File: config.mk
export PLATFORM = sky130hd
export DESIGN_NAME = alu_cmd_issuer_flat
export DESIGN_NICKNAME = d
export VERILOG_FILES = /design/src/rtl/alu_pkg.sv /design/src/rtl/alu_cmd_issuer_if.sv /design/src/rtl/alu_cond_check.sv /design/src/rtl/alu_cmd_issuer.sv /design/src/flat_wrapper.sv
export SDC_FILE = /design/constraint.sdc
export NUM_CORES = 1
export LEC_CHECK = 0
export ABC_AREA = 1
export BUFFER_PORTS_ARGS = -buffer_cell sky130_fd_sc_hd__buf_4
export CAP_MARGIN = 5
export CORE_MARGIN = 4
export CORE_UTILIZATION = 49
export CTS_CLUSTER_SIZE = 30
export DETAILED_ROUTE_END_ITERATION = 16
export MAX_ROUTING_LAYER = met4
export PLACE_DENSITY = 0.82
export SLEW_MARGIN = 40
export SYNTH_ARGS = -nofsm -noshare
export SYNTH_HDL_FRONTEND = slang
export SYNTH_SLANG_ARGS = --single-unit
File: constraint.sdc
create_clock -name clk -period 2.1 [get_ports clk]
set_clock_uncertainty 0.15 [all_clocks]
set_input_delay 0.21 -clock clk [delete_from_list [all_inputs] [get_ports clk]]
set_output_delay 0.21 -clock clk [all_outputs]
set_load 0.1 [all_outputs]
File: src/rtl/alu_pkg.sv
`default_nettype none
// alu_pkg: shared op/cond encodings, NZCV bit indices and issuer states (rev 1.0)
package alu_pkg;
    localparam logic [1:0] OP_ADD  = 2'b00;
    localparam logic [1:0] OP_SUB  = 2'b01;
    localparam logic [1:0] OP_AND  = 2'b10;
    localparam logic [1:0] OP_OR   = 2'b11;

    localparam logic [1:0] COND_AL = 2'b00;
    localparam logic [1:0] COND_EQ = 2'b01;
    localparam logic [1:0] COND_NE = 2'b10;
    localparam logic [1:0] COND_CS = 2'b11;

    localparam int FLAG_N = 3;
    localparam int FLAG_Z = 2;
    localparam int FLAG_C = 1;
    localparam int FLAG_V = 0;

    typedef enum logic [1:0] {
        ST_IDLE = 2'd0,
        ST_EXEC = 2'd1,
        ST_RESP = 2'd2
    } state_t;
endpackage
`default_nettype wire

File: src/rtl/alu_cmd_issuer_if.sv
`default_nettype none
// alu_cmd_issuer_if: command, ALU and response signals of the issuer (rev 1.0)
interface alu_cmd_issuer_if #(
    parameter int WIDTH = 4
);
    logic             cmd_valid;
    logic             cmd_ready;
    logic [1:0]       cmd_op;
    logic [WIDTH-1:0] cmd_a;
    logic [WIDTH-1:0] cmd_b;
    logic [1:0]       cmd_cond;
    logic             cmd_setf;

    logic [WIDTH-1:0] alu_a;
    logic [WIDTH-1:0] alu_b;
    logic [1:0]       alu_ctrl;
    logic [WIDTH-1:0] alu_result;
    logic             alu_v;
    logic             alu_c;
    logic             alu_n;
    logic             alu_z;

    logic             rsp_valid;
    logic             rsp_ready;
    logic [WIDTH-1:0] rsp_result;
    logic [3:0]       rsp_flags;
    logic             rsp_skipped;

    modport slave (
        input  cmd_valid, cmd_op, cmd_a, cmd_b, cmd_cond, cmd_setf,
        output cmd_ready,
        output alu_a, alu_b, alu_ctrl,
        input  alu_result, alu_v, alu_c, alu_n, alu_z,
        output rsp_valid, rsp_result, rsp_flags, rsp_skipped,
        input  rsp_ready
    );

    modport master (
        output cmd_valid, cmd_op, cmd_a, cmd_b, cmd_cond, cmd_setf,
        input  cmd_ready,
        input  alu_a, alu_b, alu_ctrl,
        output alu_result, alu_v, alu_c, alu_n, alu_z,
        input  rsp_valid, rsp_result, rsp_flags, rsp_skipped,
        output rsp_ready
    );
endinterface
`default_nettype wire

File: src/rtl/alu_cond_check.sv
`default_nettype none
// alu_cond_check: evaluates a command condition against the NZCV register (rev 1.0)
module alu_cond_check
    import alu_pkg::*;
(
    input  logic [1:0] cond,
    input  logic [3:0] nzcv,
    output logic       pass
);
    // N and V are not consulted by any supported condition
    logic unused_flags;
    assign unused_flags = nzcv[FLAG_N] ^ nzcv[FLAG_V];

    always_comb begin
        pass = 1'b1;
        case (cond)
            COND_AL: pass = 1'b1;
            COND_EQ: pass = nzcv[FLAG_Z];
            COND_NE: pass = ~nzcv[FLAG_Z];
            COND_CS: pass = nzcv[FLAG_C];
            default: pass = 1'b1;
        endcase
    end
endmodule
`default_nettype wire

File: src/rtl/alu_cmd_issuer.sv
`default_nettype none
// alu_cmd_issuer: registers commands, drives the external ALU, keeps NZCV and returns responses (rev 1.0)
module alu_cmd_issuer
    import alu_pkg::*;
#(
    parameter int         WIDTH     = 4,
    parameter logic [3:0] FLAGS_RST = 4'b0000
) (
    input  logic           clk,
    input  logic           rst_n,
    alu_cmd_issuer_if.slave bus
);
    state_t           state;
    logic             ready;
    logic             valid;
    logic [WIDTH-1:0] result;
    logic             skipped;
    logic [1:0]       cur_op;
    logic [WIDTH-1:0] cur_a;
    logic [WIDTH-1:0] cur_b;
    logic [1:0]       cur_cond;
    logic             cur_setf;
    logic [3:0]       nzcv;
    logic             cond_pass;

    alu_cond_check u_cond_check (
        .cond (cur_cond),
        .nzcv (nzcv),
        .pass (cond_pass)
    );

    assign bus.cmd_ready   = ready;
    assign bus.alu_a       = cur_a;
    assign bus.alu_b       = cur_b;
    assign bus.alu_ctrl    = cur_op;
    assign bus.rsp_valid   = valid;
    assign bus.rsp_result  = result;
    assign bus.rsp_flags   = nzcv;
    assign bus.rsp_skipped = skipped;

    always_ff @(posedge clk) begin
        if (!rst_n) begin
            state    <= ST_IDLE;
            ready    <= 1'b1;
            valid    <= 1'b0;
            result   <= '0;
            skipped  <= 1'b0;
            cur_op   <= OP_ADD;
            cur_a    <= '0;
            cur_b    <= '0;
            cur_cond <= COND_AL;
            cur_setf <= 1'b0;
            nzcv     <= FLAGS_RST;
        end else begin
            case (state)
                ST_IDLE: begin
                    ready <= 1'b1;
                    if (bus.cmd_valid && ready) begin
                        cur_op   <= bus.cmd_op;
                        cur_a    <= bus.cmd_a;
                        cur_b    <= bus.cmd_b;
                        cur_cond <= bus.cmd_cond;
                        cur_setf <= bus.cmd_setf;
                        ready    <= 1'b0;
                        state    <= ST_EXEC;
                    end
                end
                ST_EXEC: begin
                    // ALU inputs have been stable since the accept edge
                    if (cond_pass) begin
                        result  <= bus.alu_result;
                        skipped <= 1'b0;
                        if (cur_setf) begin
                            nzcv <= {bus.alu_n, bus.alu_z, bus.alu_c, bus.alu_v};
                        end
                    end else begin
                        result  <= '0;
                        skipped <= 1'b1;
                    end
                    valid <= 1'b1;
                    state <= ST_RESP;
                end
                ST_RESP: begin
                    if (bus.rsp_ready) begin
                        valid <= 1'b0;
                        ready <= 1'b1;
                        state <= ST_IDLE;
                    end
                end
                default: begin
                    valid <= 1'b0;
                    ready <= 1'b1;
                    state <= ST_IDLE;
                end
            endcase
        end
    end
endmodule
`default_nettype wire
File: src/flat_wrapper.sv
// flat-port wrapper written by rule: the top's interface ports become plain ports
module alu_cmd_issuer_flat import alu_pkg::*;
#(
    parameter int         WIDTH     = 4,
    parameter logic [3:0] FLAGS_RST = 4'b0000
)
  (clk, rst_n, bus_cmd_valid, bus_cmd_op, bus_cmd_a, bus_cmd_b, bus_cmd_cond, bus_cmd_setf, bus_cmd_ready, bus_alu_a, bus_alu_b, bus_alu_ctrl, bus_alu_result, bus_alu_v, bus_alu_c, bus_alu_n, bus_alu_z, bus_rsp_valid, bus_rsp_result, bus_rsp_flags, bus_rsp_skipped, bus_rsp_ready);
  alu_cmd_issuer_if #(.WIDTH(WIDTH)) bus_i ();
  input  logic clk;
  input  logic rst_n;
  input wire logic [$bits(bus_i.cmd_valid)-1:0] bus_cmd_valid;
  input wire logic [$bits(bus_i.cmd_op)-1:0] bus_cmd_op;
  input wire logic [$bits(bus_i.cmd_a)-1:0] bus_cmd_a;
  input wire logic [$bits(bus_i.cmd_b)-1:0] bus_cmd_b;
  input wire logic [$bits(bus_i.cmd_cond)-1:0] bus_cmd_cond;
  input wire logic [$bits(bus_i.cmd_setf)-1:0] bus_cmd_setf;
  output wire logic [$bits(bus_i.cmd_ready)-1:0] bus_cmd_ready;
  output wire logic [$bits(bus_i.alu_a)-1:0] bus_alu_a;
  output wire logic [$bits(bus_i.alu_b)-1:0] bus_alu_b;
  output wire logic [$bits(bus_i.alu_ctrl)-1:0] bus_alu_ctrl;
  input wire logic [$bits(bus_i.alu_result)-1:0] bus_alu_result;
  input wire logic [$bits(bus_i.alu_v)-1:0] bus_alu_v;
  input wire logic [$bits(bus_i.alu_c)-1:0] bus_alu_c;
  input wire logic [$bits(bus_i.alu_n)-1:0] bus_alu_n;
  input wire logic [$bits(bus_i.alu_z)-1:0] bus_alu_z;
  output wire logic [$bits(bus_i.rsp_valid)-1:0] bus_rsp_valid;
  output wire logic [$bits(bus_i.rsp_result)-1:0] bus_rsp_result;
  output wire logic [$bits(bus_i.rsp_flags)-1:0] bus_rsp_flags;
  output wire logic [$bits(bus_i.rsp_skipped)-1:0] bus_rsp_skipped;
  input wire logic [$bits(bus_i.rsp_ready)-1:0] bus_rsp_ready;
  assign bus_i.cmd_valid = bus_cmd_valid;
  assign bus_i.cmd_op = bus_cmd_op;
  assign bus_i.cmd_a = bus_cmd_a;
  assign bus_i.cmd_b = bus_cmd_b;
  assign bus_i.cmd_cond = bus_cmd_cond;
  assign bus_i.cmd_setf = bus_cmd_setf;
  assign bus_cmd_ready = bus_i.cmd_ready;
  assign bus_alu_a = bus_i.alu_a;
  assign bus_alu_b = bus_i.alu_b;
  assign bus_alu_ctrl = bus_i.alu_ctrl;
  assign bus_i.alu_result = bus_alu_result;
  assign bus_i.alu_v = bus_alu_v;
  assign bus_i.alu_c = bus_alu_c;
  assign bus_i.alu_n = bus_alu_n;
  assign bus_i.alu_z = bus_alu_z;
  assign bus_rsp_valid = bus_i.rsp_valid;
  assign bus_rsp_result = bus_i.rsp_result;
  assign bus_rsp_flags = bus_i.rsp_flags;
  assign bus_rsp_skipped = bus_i.rsp_skipped;
  assign bus_i.rsp_ready = bus_rsp_ready;
  alu_cmd_issuer #(.WIDTH(WIDTH), .FLAGS_RST(FLAGS_RST)) u_core (.clk(clk), .rst_n(rst_n), .bus(bus_i));
endmodule
==> results summary <==
The initial antenna violation count came to 0. In this run the count of I/O pins placed on the die edge is 46. The via count of the first global-routing pass is 954. The post-synthesis sequential element count is 26.

Traced cell by cell, the critical path runs through buf_4. After synthesis the cells add up to ~1000 um2. The worst endpoint data arrival time came out at about 1.1 ns.

The floorplan die height is around 54 um. The layout cell share with drive strength beyond 1 came out at 30.7%. The global-route usage over all layers came out at around a fifth. The number of max-slew violations in the final report is 0. The setup path with the least slack is of type reg -> out.

The worst-margin pin slew is around 0.32 ns. CTS saw 26 sinks. The HPWL reported at the end of detailed placement is roughly 1800 um. Setup repair after global routing left no endpoint under its margin.

The vias after detailed routing is 1034. The most area-hungry cell type in the Yosys netlist is sky130_fd_sc_hd__dfxtp_1. Yosys printed 0 warnings.

In this run the static leakage power is about 0.72 nW. The power per cell area is about 900 nW/um2. The final hold violation count is 0.

The standard-cell row count is 16. The worst setup path is captured at an output pin. The kind of path behind the tightest hold check is in -> reg. The clock reaches the later pin of the worst-skew pair after ~0.32 ns.

The cell family contributing the most delay on the critical path is flip-flops. After technology mapping, the gate count stands at ~130. Buffers placed on the I/O ports in this run total between 40 and 50.

Sequential cells were found to cover roughly 50% of the synthesized design area. The initial core utilization came out at 52.2%. The required time at the endpoint of the critical path is roughly 1.7 ns. The flow ran to the end, and the final reports show no timing, DRC or antenna violations. Wires add up to 2540 um. The area growth from synthesis to final layout is 46.9%. The design area came out at about 1500 um2. The first global-routing pass estimated 4120 um of wire.

The antenna diode instance count is 0. The average cell area after synthesis came out at 7.80 um2. Post-CTS timing repair inserted 0 buffers for setup.

The floorplan step defined a core boundary enclosing between 2000 and 2500 um2. The master of the slowest instance on the critical path is sky130_fd_sc_hd__dfxtp_1. TritonCTS built the clock tree. The worst path buffer plus inverter count is 1. The setup TNS came out at 0 ns. In the finished design, the share of the clock period the worst path needs comes to 68.0%. The detailed-route wire length per cell came out at ~12 um. The area occupied by registers is 520 um2. Of the post-synthesis cell area, the dominant cell type holds between 40% and 50%.

Counting I/O delays and the setup requirement, the final critical path takes between 1 and 1.5 ns. The highest net fanout along the worst path came out at 3. The number of vias per cell is between 4 and 5. The max-capacitance violation count is 0. The maximum buffer depth of the clock tree is 2. The number of detailed-route iterations in the first pass came out at 4.

The placed instance area came out at about 1400 um2. The chip width came out at around 54 um. At the end of routability-driven placement, the weighted congestion stood at slightly above 0.7.

The longest individual stage delay on the worst path came out at between 0.4 and 0.5 ns. The clock transition at the registers of the reported paths is between 0.1 and 0.15 ns. The final total power came out at 0.00142 W. The number of distinct library cell variants in the gate-level netlist after synthesis is 20. The sum of overflow across all layers after global routing is 0. Static timing analysis puts the maximum clock frequency at roughly 700 MHz. The number of fillers in the final layout is about 150. The area occupied by multi-input gates is 417 um2. Setup violations remaining at the end of the flow were counted as 0. In this run the number of H-tree levels came out at 1. The pin count of the biggest net entering global routing came out at 20. The tree is rooted in a sky130_fd_sc_hd__clkbuf_4.

The worst setup path is launched from a flip-flop. Synthesis produced a netlist with a net count of 159. After detailed routing, the number of remaining DRC violations is 0. The die footprint came out at 2930 um2.

Yosys attributes the largest share of cell area to sky130_fd_sc_hd__dfxtp_1 (50%), sky130_fd_sc_hd__nor2_1 (11%), sky130_fd_sc_hd__nand2_1 (6.5%). The final-stage net count came out at about 220. The worst pin sits at a relative slew slack of around four fifths.

The count of antenna-violating nets left after detailed routing is 0. The total clock buffers created by CTS is 3. The violation count after the first detailed-route iteration is 13. Across the VDD grid, the largest voltage drop is around 0.77 mV.
## flip-flops by register name, indices dropped and copies added, names as in the netlist
name                    count
u_core.cur_cond             2
u_core.bus.rsp_flags        4
u_core.cur_setf             1
u_core.bus.rsp_skipped      1
u_core.bus.alu_b            4
u_core.state                2
u_core.bus.alu_a            4
u_core.bus.cmd_ready        1
u_core.bus.alu_ctrl         2
u_core.bus.rsp_valid        1
u_core.bus.rsp_result       4
## synth_stat cells (all sizes together)
cell type and n:
nor2 34, dfxtp 26, nand2 19, inv 17
o21ai 15, a21oi 6, nand3 6, nand4 5
buf 4, a211oi 1, clkbuf 1
## cells in the final DEF (no fill, tap or decap), drive strengths merged
master / n
bufinv: 1
a21oi: 6
inv: 17
nand4: 5
dfxtp: 26
nand3: 6
dlygate4sd3: 11
nor2: 34
nand2: 19
clkbuf: 3
o21ai: 15
buf: 45
a211oi: 1
## per-layer routing
layer,track usage [%],wire length (um),up-vias
met5,-,0,-
met4,4.98,38,0
met3,5.26,109,4
met2,34.3,1310,26
met1,22.2,1080,469
li1,-,-,535
## through the flow
step	util, %	setup WS [ns]	instances	hold WS, ns
detailed placement	68.6	0.765	201	0.308
global route	76.7	0.619	216	0.00843
floorplan	-	0.269	134	0.205
CTS	75.7	0.659	214	0.000339
global placement	68.6	0.829	201	0.300
finish	76.7	0.672	216	0.00604
## where the power goes
group          leakage [nW]  internal [W]  switching (W)
registers             0.214      0.000541      0.0000338
clock network        0.0279      0.000193       0.000141
logic                 0.478      0.000130       0.000381
total                 0.720      0.000864       0.000556
## path summary, 6_finish.rpt
| path | start | endpoint | slack [ns] | depth (start not counted) |
|---|---|---|---|---|
| worst max-delay path | u_core.bus.cmd_ready$_SDFFE_PN1P_ | bus_cmd_ready | 0.67 | 1 |
| worst min-delay path | bus_cmd_b[3] | u_core.bus.alu_b[3]$_SDFFE_PN0P_ | 0.006 | 3 |
| worst max register to register | u_core.state[1]$_SDFFE_PN0P_ | u_core.bus.cmd_ready$_SDFFE_PN1P_ | 0.72 | 4 |
| worst min register to register | u_core.bus.rsp_result[0]$_SDFFE_PN0N_ | u_core.bus.rsp_result[0]$_SDFFE_PN0N_ | 0.33 | 2 |
## worst min-delay path: stages
cell	delay (ns)
sky130_fd_sc_hd__buf_4	0.08
sky130_fd_sc_hd__o21ai_0	0.08
sky130_fd_sc_hd__nor2_1	0.08
## kinds of logic after synthesis
group	synth area share, %
simple gates	28.7
compound gates	11.1
buf+inv	10.3
flops	49.8
## repair_timing
item	CTS	global route
hold buffers	9	2
hold endpoints to repair	9	2
setup endpoints to repair	0	0
gates resized for setup	0	0
## layout make-up
cell class / instances / area share [%]
clock buffer: 3 / 1.47
clock inverter: 1 / 1.96
inverter: 17 / 4.16
multi-input combinational: 86 / 27.1
sequential: 26 / 33.9
tap: 27 / 2.20
timing repair buffer: 56 / 29.2
Note: power is estimated with default switching activity, not from simulation.
